File: src/rtl/s5_seq_ctrl_pkg.sv
// Shared definitions for the sequenced divide controller.
package s5_seq_ctrl_pkg;

  typedef enum logic [2:0] {
    IDLE,
    DIV_AB,
    CHECK,
    DIV_CD,
    DONE
  } state_t;

  // Quotient reported for a zero divisor (sliced to the operand width).
  localparam logic [63:0] DBZ_QUOTIENT = '1;

endpackage

File: src/rtl/s5_seq_ctrl_sdiv_iter.sv
// Iterative signed divider: restoring division on magnitudes, one quotient
// bit per clock, sign fix-up applied on the outputs.
module sdiv_iter
  import s5_seq_ctrl_pkg::*;
#(
  parameter int unsigned DATAWIDTH = 64
) (
  input  logic                 clk,
  input  logic                 rst,
  input  logic                 load,
  input  logic [DATAWIDTH-1:0] dividend,
  input  logic [DATAWIDTH-1:0] divisor,
  output logic [DATAWIDTH-1:0] quotient,
  output logic [DATAWIDTH-1:0] remainder,
  output logic                 dbz,
  output logic                 ready
);

  logic [DATAWIDTH-1:0] q_r, rem_r, dmag_r;
  logic [DATAWIDTH-1:0] mag_a, mag_b;
  logic [DATAWIDTH:0]   trial;
  logic                 negq_r, negr_r, dbz_r, run_r;
  logic [6:0]           cnt_r;

  always_comb begin
    mag_a = dividend[DATAWIDTH-1] ? -dividend : dividend;
    mag_b = divisor[DATAWIDTH-1]  ? -divisor  : divisor;
    // Borrow out of the top bit means the trial subtraction went negative.
    trial = {rem_r, q_r[DATAWIDTH-1]} - {1'b0, dmag_r};
  end

  always_ff @(posedge clk or negedge rst) begin
    if (!rst) begin
      q_r    <= '0;
      rem_r  <= '0;
      dmag_r <= '0;
      negq_r <= 1'b0;
      negr_r <= 1'b0;
      dbz_r  <= 1'b0;
      run_r  <= 1'b0;
      cnt_r  <= '0;
    end else if (load) begin
      q_r    <= mag_a;
      rem_r  <= '0;
      dmag_r <= mag_b;
      negq_r <= dividend[DATAWIDTH-1] ^ divisor[DATAWIDTH-1];
      negr_r <= dividend[DATAWIDTH-1];
      dbz_r  <= (divisor == '0);
      run_r  <= 1'b1;
      cnt_r  <= 7'(DATAWIDTH);
    end else if (run_r) begin
      if (!trial[DATAWIDTH]) rem_r <= trial[DATAWIDTH-1:0];
      else                   rem_r <= {rem_r[DATAWIDTH-2:0], q_r[DATAWIDTH-1]};
      q_r   <= {q_r[DATAWIDTH-2:0], ~trial[DATAWIDTH]};
      cnt_r <= cnt_r - 7'd1;
      if (cnt_r == 7'd1) run_r <= 1'b0;
    end
  end

  always_comb begin
    if (dbz_r)       quotient = DBZ_QUOTIENT[DATAWIDTH-1:0];
    else if (negq_r) quotient = -q_r;
    else             quotient = q_r;
    remainder = negr_r ? -rem_r : rem_r;
    dbz       = dbz_r;
    ready     = ~run_r;
  end

endmodule

File: src/rtl/s5_seq_ctrl.sv
// Sequencer computing z = ((a mod b) == zero) ? a/b : c/d with one shared
// iterative signed divider.
module s5_seq_ctrl
  import s5_seq_ctrl_pkg::*;
#(
  parameter int unsigned DATAWIDTH = 64
) (
  input  logic                 clk,
  input  logic                 rst,
  input  logic                 start,
  input  logic [DATAWIDTH-1:0] a,
  input  logic [DATAWIDTH-1:0] b,
  input  logic [DATAWIDTH-1:0] c,
  input  logic [DATAWIDTH-1:0] d,
  input  logic [DATAWIDTH-1:0] zero,
  output logic                 busy,
  output logic                 done,
  output logic [DATAWIDTH-1:0] z,
  output logic                 dbz
);

  state_t               state;
  logic [DATAWIDTH-1:0] c_r, d_r, zero_r;
  logic [6:0]           step;

  logic                 div_load, div_dbz, div_ready;
  logic [DATAWIDTH-1:0] div_dividend, div_divisor, div_q, div_rem;

  always_comb begin
    div_load     = ((state == IDLE) && start) || ((state == CHECK) && (div_rem != zero_r));
    div_dividend = (state == IDLE) ? a : c_r;
    div_divisor  = (state == IDLE) ? b : d_r;
  end

  sdiv_iter #(.DATAWIDTH(DATAWIDTH)) u_div (
    .clk       (clk),
    .rst       (rst),
    .load      (div_load),
    .dividend  (div_dividend),
    .divisor   (div_divisor),
    .quotient  (div_q),
    .remainder (div_rem),
    .dbz       (div_dbz),
    .ready     (div_ready)
  );

  always_ff @(posedge clk or negedge rst) begin
    if (!rst) begin
      state  <= IDLE;
      busy   <= 1'b0;
      done   <= 1'b0;
      z      <= '0;
      dbz    <= 1'b0;
      c_r    <= '0;
      d_r    <= '0;
      zero_r <= '0;
      step   <= '0;
    end else begin
      done <= 1'b0;
      case (state)
        IDLE: begin
          if (start) begin
            state  <= DIV_AB;
            busy   <= 1'b1;
            c_r    <= c;
            d_r    <= d;
            zero_r <= zero;
            step   <= '0;
          end
        end
        // Leaves on the last iteration edge so CHECK sees the finished a/b;
        // DIV_CD instead waits one edge for ready, matching the longer path.
        DIV_AB: begin
          step <= step + 7'd1;
          if (step == 7'(DATAWIDTH - 1)) state <= CHECK;
        end
        CHECK: begin
          if (div_rem == zero_r) begin
            state <= DONE;
            z     <= div_q;
            dbz   <= div_dbz;
            done  <= 1'b1;
          end else begin
            state <= DIV_CD;
          end
        end
        DIV_CD: begin
          if (div_ready) begin
            state <= DONE;
            z     <= div_q;
            dbz   <= div_dbz;
            done  <= 1'b1;
          end
        end
        DONE: begin
          state <= IDLE;
          busy  <= 1'b0;
        end
        default: begin
          state <= IDLE;
          busy  <= 1'b0;
        end
      endcase
    end
  end

endmodule

File: config.mk
export PLATFORM = sky130hd
export DESIGN_NAME = s5_seq_ctrl
export DESIGN_NICKNAME = d
export VERILOG_FILES = /design/src/rtl/s5_seq_ctrl_pkg.sv /design/src/rtl/s5_seq_ctrl_sdiv_iter.sv /design/src/rtl/s5_seq_ctrl.sv
export SDC_FILE = /design/constraint.sdc
export NUM_CORES = 1
export LEC_CHECK = 0
export CAP_MARGIN = 30
export CORE_UTILIZATION = 53
export CTS_BUF_LIST = sky130_fd_sc_hd__clkbuf_8
export CTS_CLUSTER_DIAMETER = 30
export DETAILED_ROUTE_END_ITERATION = 8
export PLACE_DENSITY = 0.87
export SLEW_MARGIN = 0
export SYNTH_ARGS = -nofsm -noshare
export SYNTH_HDL_FRONTEND = slang
export SYNTH_HIERARCHICAL = 1
export SYNTH_SLANG_ARGS = --single-unit
File: constraint.sdc
create_clock -name clk -period 6.03 [get_ports clk]
set_input_delay 0.9045 -clock clk [delete_from_list [all_inputs] [get_ports clk]]
set_output_delay 0.9045 -clock clk [all_outputs]
set_load 0.02 [all_outputs]
==> results.md <==
| Quantity | Value | Unit |
|:---|:---|:---|
| Result of the run | finished clean | - |
| Die H | 242.8 | um |
| Worst clock skew | 0.03820 | ns |
| Largest voltage drop on the vdd net | 239.2 | uV |
| Root Buffer Master | sky130_fd_sc_hd__clkbuf_8 | - |
| Number of buffers created by CTS | 103 | - |
| Time the worst path needs with I/O delays and setup | 5.846 | ns |
| Width of the chip | 242.8 | um |
| Number of H-tree branching levels | 3 | - |
| Core area | 0.05682 | mm^2 |
| Overall global routing resource usage | 0.3165 | - |
| Number of distinct standard cells referenced by the synthesized netlist | 74 | - |
| Share of the core filled with cells | 0.6701 | - |
| Cell Pwr Density | 195.5 | mW/mm^2 |
| Worst min-delay path class | in2async | - |
| Pleak | 16.58 | nW |
| Count of flip-flops with a built-in enable after synthesis | 0 | - |
| Final standard cell area without fillers | 0.03807 | mm^2 |
| Crit path capture type | flop | - |
| Pre-Repair DR Iteration Count | 5 | - |
| Post-synth top flop | sky130_fd_sc_hd__dfrtp_1 | - |
| CTS tree | yes | - |
| Hold Fails Final Rpt | 0 | - |
| Remaining global-route overflow | 0 | - |
| Worst Setup Start Kind | flop | - |
| Critical path type | reg2reg | - |
| Die Footprint | 0.05894 | mm^2 |
| Area overhead of the layout relative to synthesis | 23.91 | % |
| Non-filler instance count after layout | 4841 | - |
| Async set-reset flop share out of synthesis | 1.000 | - |
| Total of endpoints with negative setup slack in the final report | 0 | - |
| Number of synthesis warnings | 6 | - |
| Largest net degree at the start of global routing | 195 | - |
| Hold buffers post-CTS | 0 | - |
| IO Port Bufs | 389 | - |
| Maximum clock insertion buffer count | 3 | - |
| Number of nets in the final layout | 4387 | - |
| Critical Path AT | 6.46 | ns |
| Share of post-route cells with drive strength above 1 | 0.1120 | - |
| Insertion delay to the later sink of the worst-skew pair | 0.72 | ns |
| Total via count in the routed design | 28490 | - |
| Transition time at the pin with the least slew margin | 1.319 | ns |
| Setup slack at placement | -0.03135 | ns |
| Total nets after synthesis | 4020 | - |
| Relative max-transition margin | 0.1209 | - |
| Placed inst area | 0.03544 | mm^2 |
| Routed WL per cell | 19.81 | um |
| Total DRC errors in the routed layout | 0 | - |
| Placed Instances | 4635 | - |
| Post-route antenna net violation count | 0 | - |
| Global-route wire length before repair | 149200 | um |
| Maxcap violations | 0 | - |
| Total Power | 7.442 | mW |
| Max Slew Vio Count | 0 | - |
| Starting utilization of the core area | 0.5408 | - |
| Seq/Total Area, Yosys | 0.3844 | - |
| Antenna violations before repair | 6 | - |
| Sink count of the clock tree | 472 | - |
| Synthesized instance count | 3625 | - |
| Final weighted congestion in routability-driven placement | 0.9565 | - |
| Worst Path Max Fanout | 8 | - |
| Register clock-pin slew on the reported worst setup and hold paths | 0.06 | ns |
| Required time of the worst setup path | 6.65 | ns |
| Sum of net half-perimeters after detailed placement | 69690 | um |
| Detail-routed via count per cell | 5.885 | - |
| Synthesis-stage register bit count | 472 | - |
| Summed instance area of the synthesized netlist | 0.03073 | mm^2 |
| Mean instance size in the synthesized netlist | 8.477 | um^2 |
| Final setup slack of the worst path | 0.1836 | ns |
| Highest Clock Rate | 171.0 | MHz |
| Part of the cycle the worst path needs | 0.9695 | - |
| Total I/O pin count | 390 | - |
| Number of global-route vias before repair | 27080 | - |
| DRC marker count from the first detailed-route iteration | 2784 | - |
| Post-detailed-routing wire length | 95880 | um |
| Number of core rows | 87 | - |
power by group:
part / switching, mW / total (mW) / leakage [nW] / internal [mW]
Clock: 1.61 / 3.99 / 1.27 / 2.37
Combinational: 0.0964 / 0.286 / 9.38 / 0.189
Sequential: 0 / 3.17 / 5.93 / 3.17
stage by stage:
| step | TNS [ns] | hold WS, ns |
|---|---|---|
| 3_5_place_dp | -0.1096 | 0.4585 |
| 5_1_grt | -0.002171 | 0.2821 |
| 4_1_cts | 0 | 0.2334 |
| 6_report | 0 | 0.2299 |
| 3_3_place_gp | 0 | 0.4524 |
| 2_1_floorplan | 0 | 0.4417 |
worst max-delay path, cell delays in order, from the launching register on:
cell and delay [ns]:
sky130_fd_sc_hd__dfrtp_1 0.37, sky130_fd_sc_hd__or4_4 0.56, sky130_fd_sc_hd__or4_1 0.45, sky130_fd_sc_hd__or2_4 0.27, sky130_fd_sc_hd__or4_4 0.49, sky130_fd_sc_hd__or3_4 0.38, sky130_fd_sc_hd__or2_4 0.29, sky130_fd_sc_hd__or2_4 0.26
sky130_fd_sc_hd__or3_4 0.38, sky130_fd_sc_hd__o31ai_2 0.23, sky130_fd_sc_hd__xnor2_1 0.17, sky130_fd_sc_hd__xnor2_1 0.14, sky130_fd_sc_hd__nand4_1 0.11, sky130_fd_sc_hd__nor4_2 0.29, sky130_fd_sc_hd__nand4_1 0.11, sky130_fd_sc_hd__buf_4 0.18
sky130_fd_sc_hd__a31o_4 0.31, sky130_fd_sc_hd__nand2b_1 0.21, sky130_fd_sc_hd__or3_1 0.36, sky130_fd_sc_hd__o22ai_1 0.18
final cells by class:
class,count,area [um^2]
diodes,5,12.51
clock buffers,120,1652
clock inverters,73,739.5
fillers,4433,18750
inverters,94,352.8
multi-input cells,2851,17780
flip-flops and latches,472,11820
well taps,756,945.9
repair buffers,470,4777
final timing paths:
kind	from	to	slack [ns]	cells after the start
setup / recovery	u_div/rem_r[15]	u_div/rem_r[55]	0.18	19
hold / removal	rst	d_r[12]	0.23	1
setup reg to reg	u_div/rem_r[15]	u_div/rem_r[55]	0.18	19
hold reg to reg	d_r[47]	d_r[47]	0.47	2
max in group asynchronous	rst	d_r[50]	4.36	2
min in group clk	d_r[47]	d_r[47]	0.47	2
layout by cell type, fill, tap and decap left out, types with 63 or more instances in the layout:
| cell type | count |
|---|---|
| sky130_fd_sc_hd__a21oi_1 | 189 |
| sky130_fd_sc_hd__buf_4 | 63 |
| sky130_fd_sc_hd__clkbuf_8 | 120 |
| sky130_fd_sc_hd__clkdlybuf4s50_1 | 388 |
| sky130_fd_sc_hd__dfrtp_1 | 470 |
| sky130_fd_sc_hd__ha_1 | 71 |
| sky130_fd_sc_hd__inv_1 | 109 |
| sky130_fd_sc_hd__mux2_2 | 150 |
| sky130_fd_sc_hd__nand2_1 | 903 |
| sky130_fd_sc_hd__nor2_1 | 188 |
| sky130_fd_sc_hd__o21ai_0 | 210 |
| sky130_fd_sc_hd__o31ai_1 | 72 |
| sky130_fd_sc_hd__xnor2_1 | 225 |
| sky130_fd_sc_hd__xor2_1 | 128 |
metal layers:
metal | vias up | wire length (um) | share of wire | global-route usage
li1 | 13340 | - | - | -
met1 | 13540 | 42350 | 0.44 | 0.4673
met2 | 1404 | 40740 | 0.42 | 0.4545
met3 | 203 | 9844 | 0.10 | 0.06999
met4 | 2 | 2934 | 0.031 | 0.1095
met5 | - | 11 | 0.00011 | 0
cells by family after synthesis:
logic type                 synth area share
and+or+nand+nor                      0.2092
AOI/OAI and AO/OA                    0.1453
DFF                                  0.3844
xor gates and xnor gates             0.1006
buffers and inverters               0.03966
muxes                               0.09133
adders and majority gates           0.02956
synth_stat cells, types with 36 or more instances:
cell type,number,area (um^2)
sky130_fd_sc_hd__or3_1,60,375.4
sky130_fd_sc_hd__o41ai_1,39,341.6
sky130_fd_sc_hd__nor3_1,44,220.2
sky130_fd_sc_hd__a311oi_1,43,376.6
sky130_fd_sc_hd__mux2_2,150,1689
sky130_fd_sc_hd__nand2_1,904,3393
sky130_fd_sc_hd__a21o_1,36,270.3
sky130_fd_sc_hd__inv_1,94,352.8
sky130_fd_sc_hd__clkbuf_1,161,604.3
sky130_fd_sc_hd__nor2_1,189,709.4
sky130_fd_sc_hd__mux2_1,45,506.7
sky130_fd_sc_hd__mux2i_1,61,610.6
sky130_fd_sc_hd__o21ai_0,210,1051
sky130_fd_sc_hd__dfrtp_1,472,11810
sky130_fd_sc_hd__xnor2_1,225,1971
sky130_fd_sc_hd__ha_1,71,888.4
sky130_fd_sc_hd__nand4_1,37,231.5
sky130_fd_sc_hd__nand3_1,43,215.2
sky130_fd_sc_hd__xor2_1,128,1121
sky130_fd_sc_hd__o31ai_1,72,540.5
sky130_fd_sc_hd__a21oi_1,189,945.9
registers in the layout, summed over array words and instances, names as in the netlist:
name and cells:
c_r 64, u_div/cnt_r 7, dbz 1, u_div/dbz 1, u_div/q_r 64, zero_r 64, z 64, done 1
state 3, u_div/run_r 1, d_r 64, u_div/negr_r 1, u_div/rem_r 64, u_div/negq_r 1, u_div/dmag_r 64, busy 1
step 7
repair_timing:
item,in CTS,in global routing
gates cloned,0,3
gates resized for setup,0,11
pin swaps,1,2
setup buffers,2,0
setup endpoints to repair,40,164
hold endpoints to repair,0,0
Power figures use the tool's default switching activity.
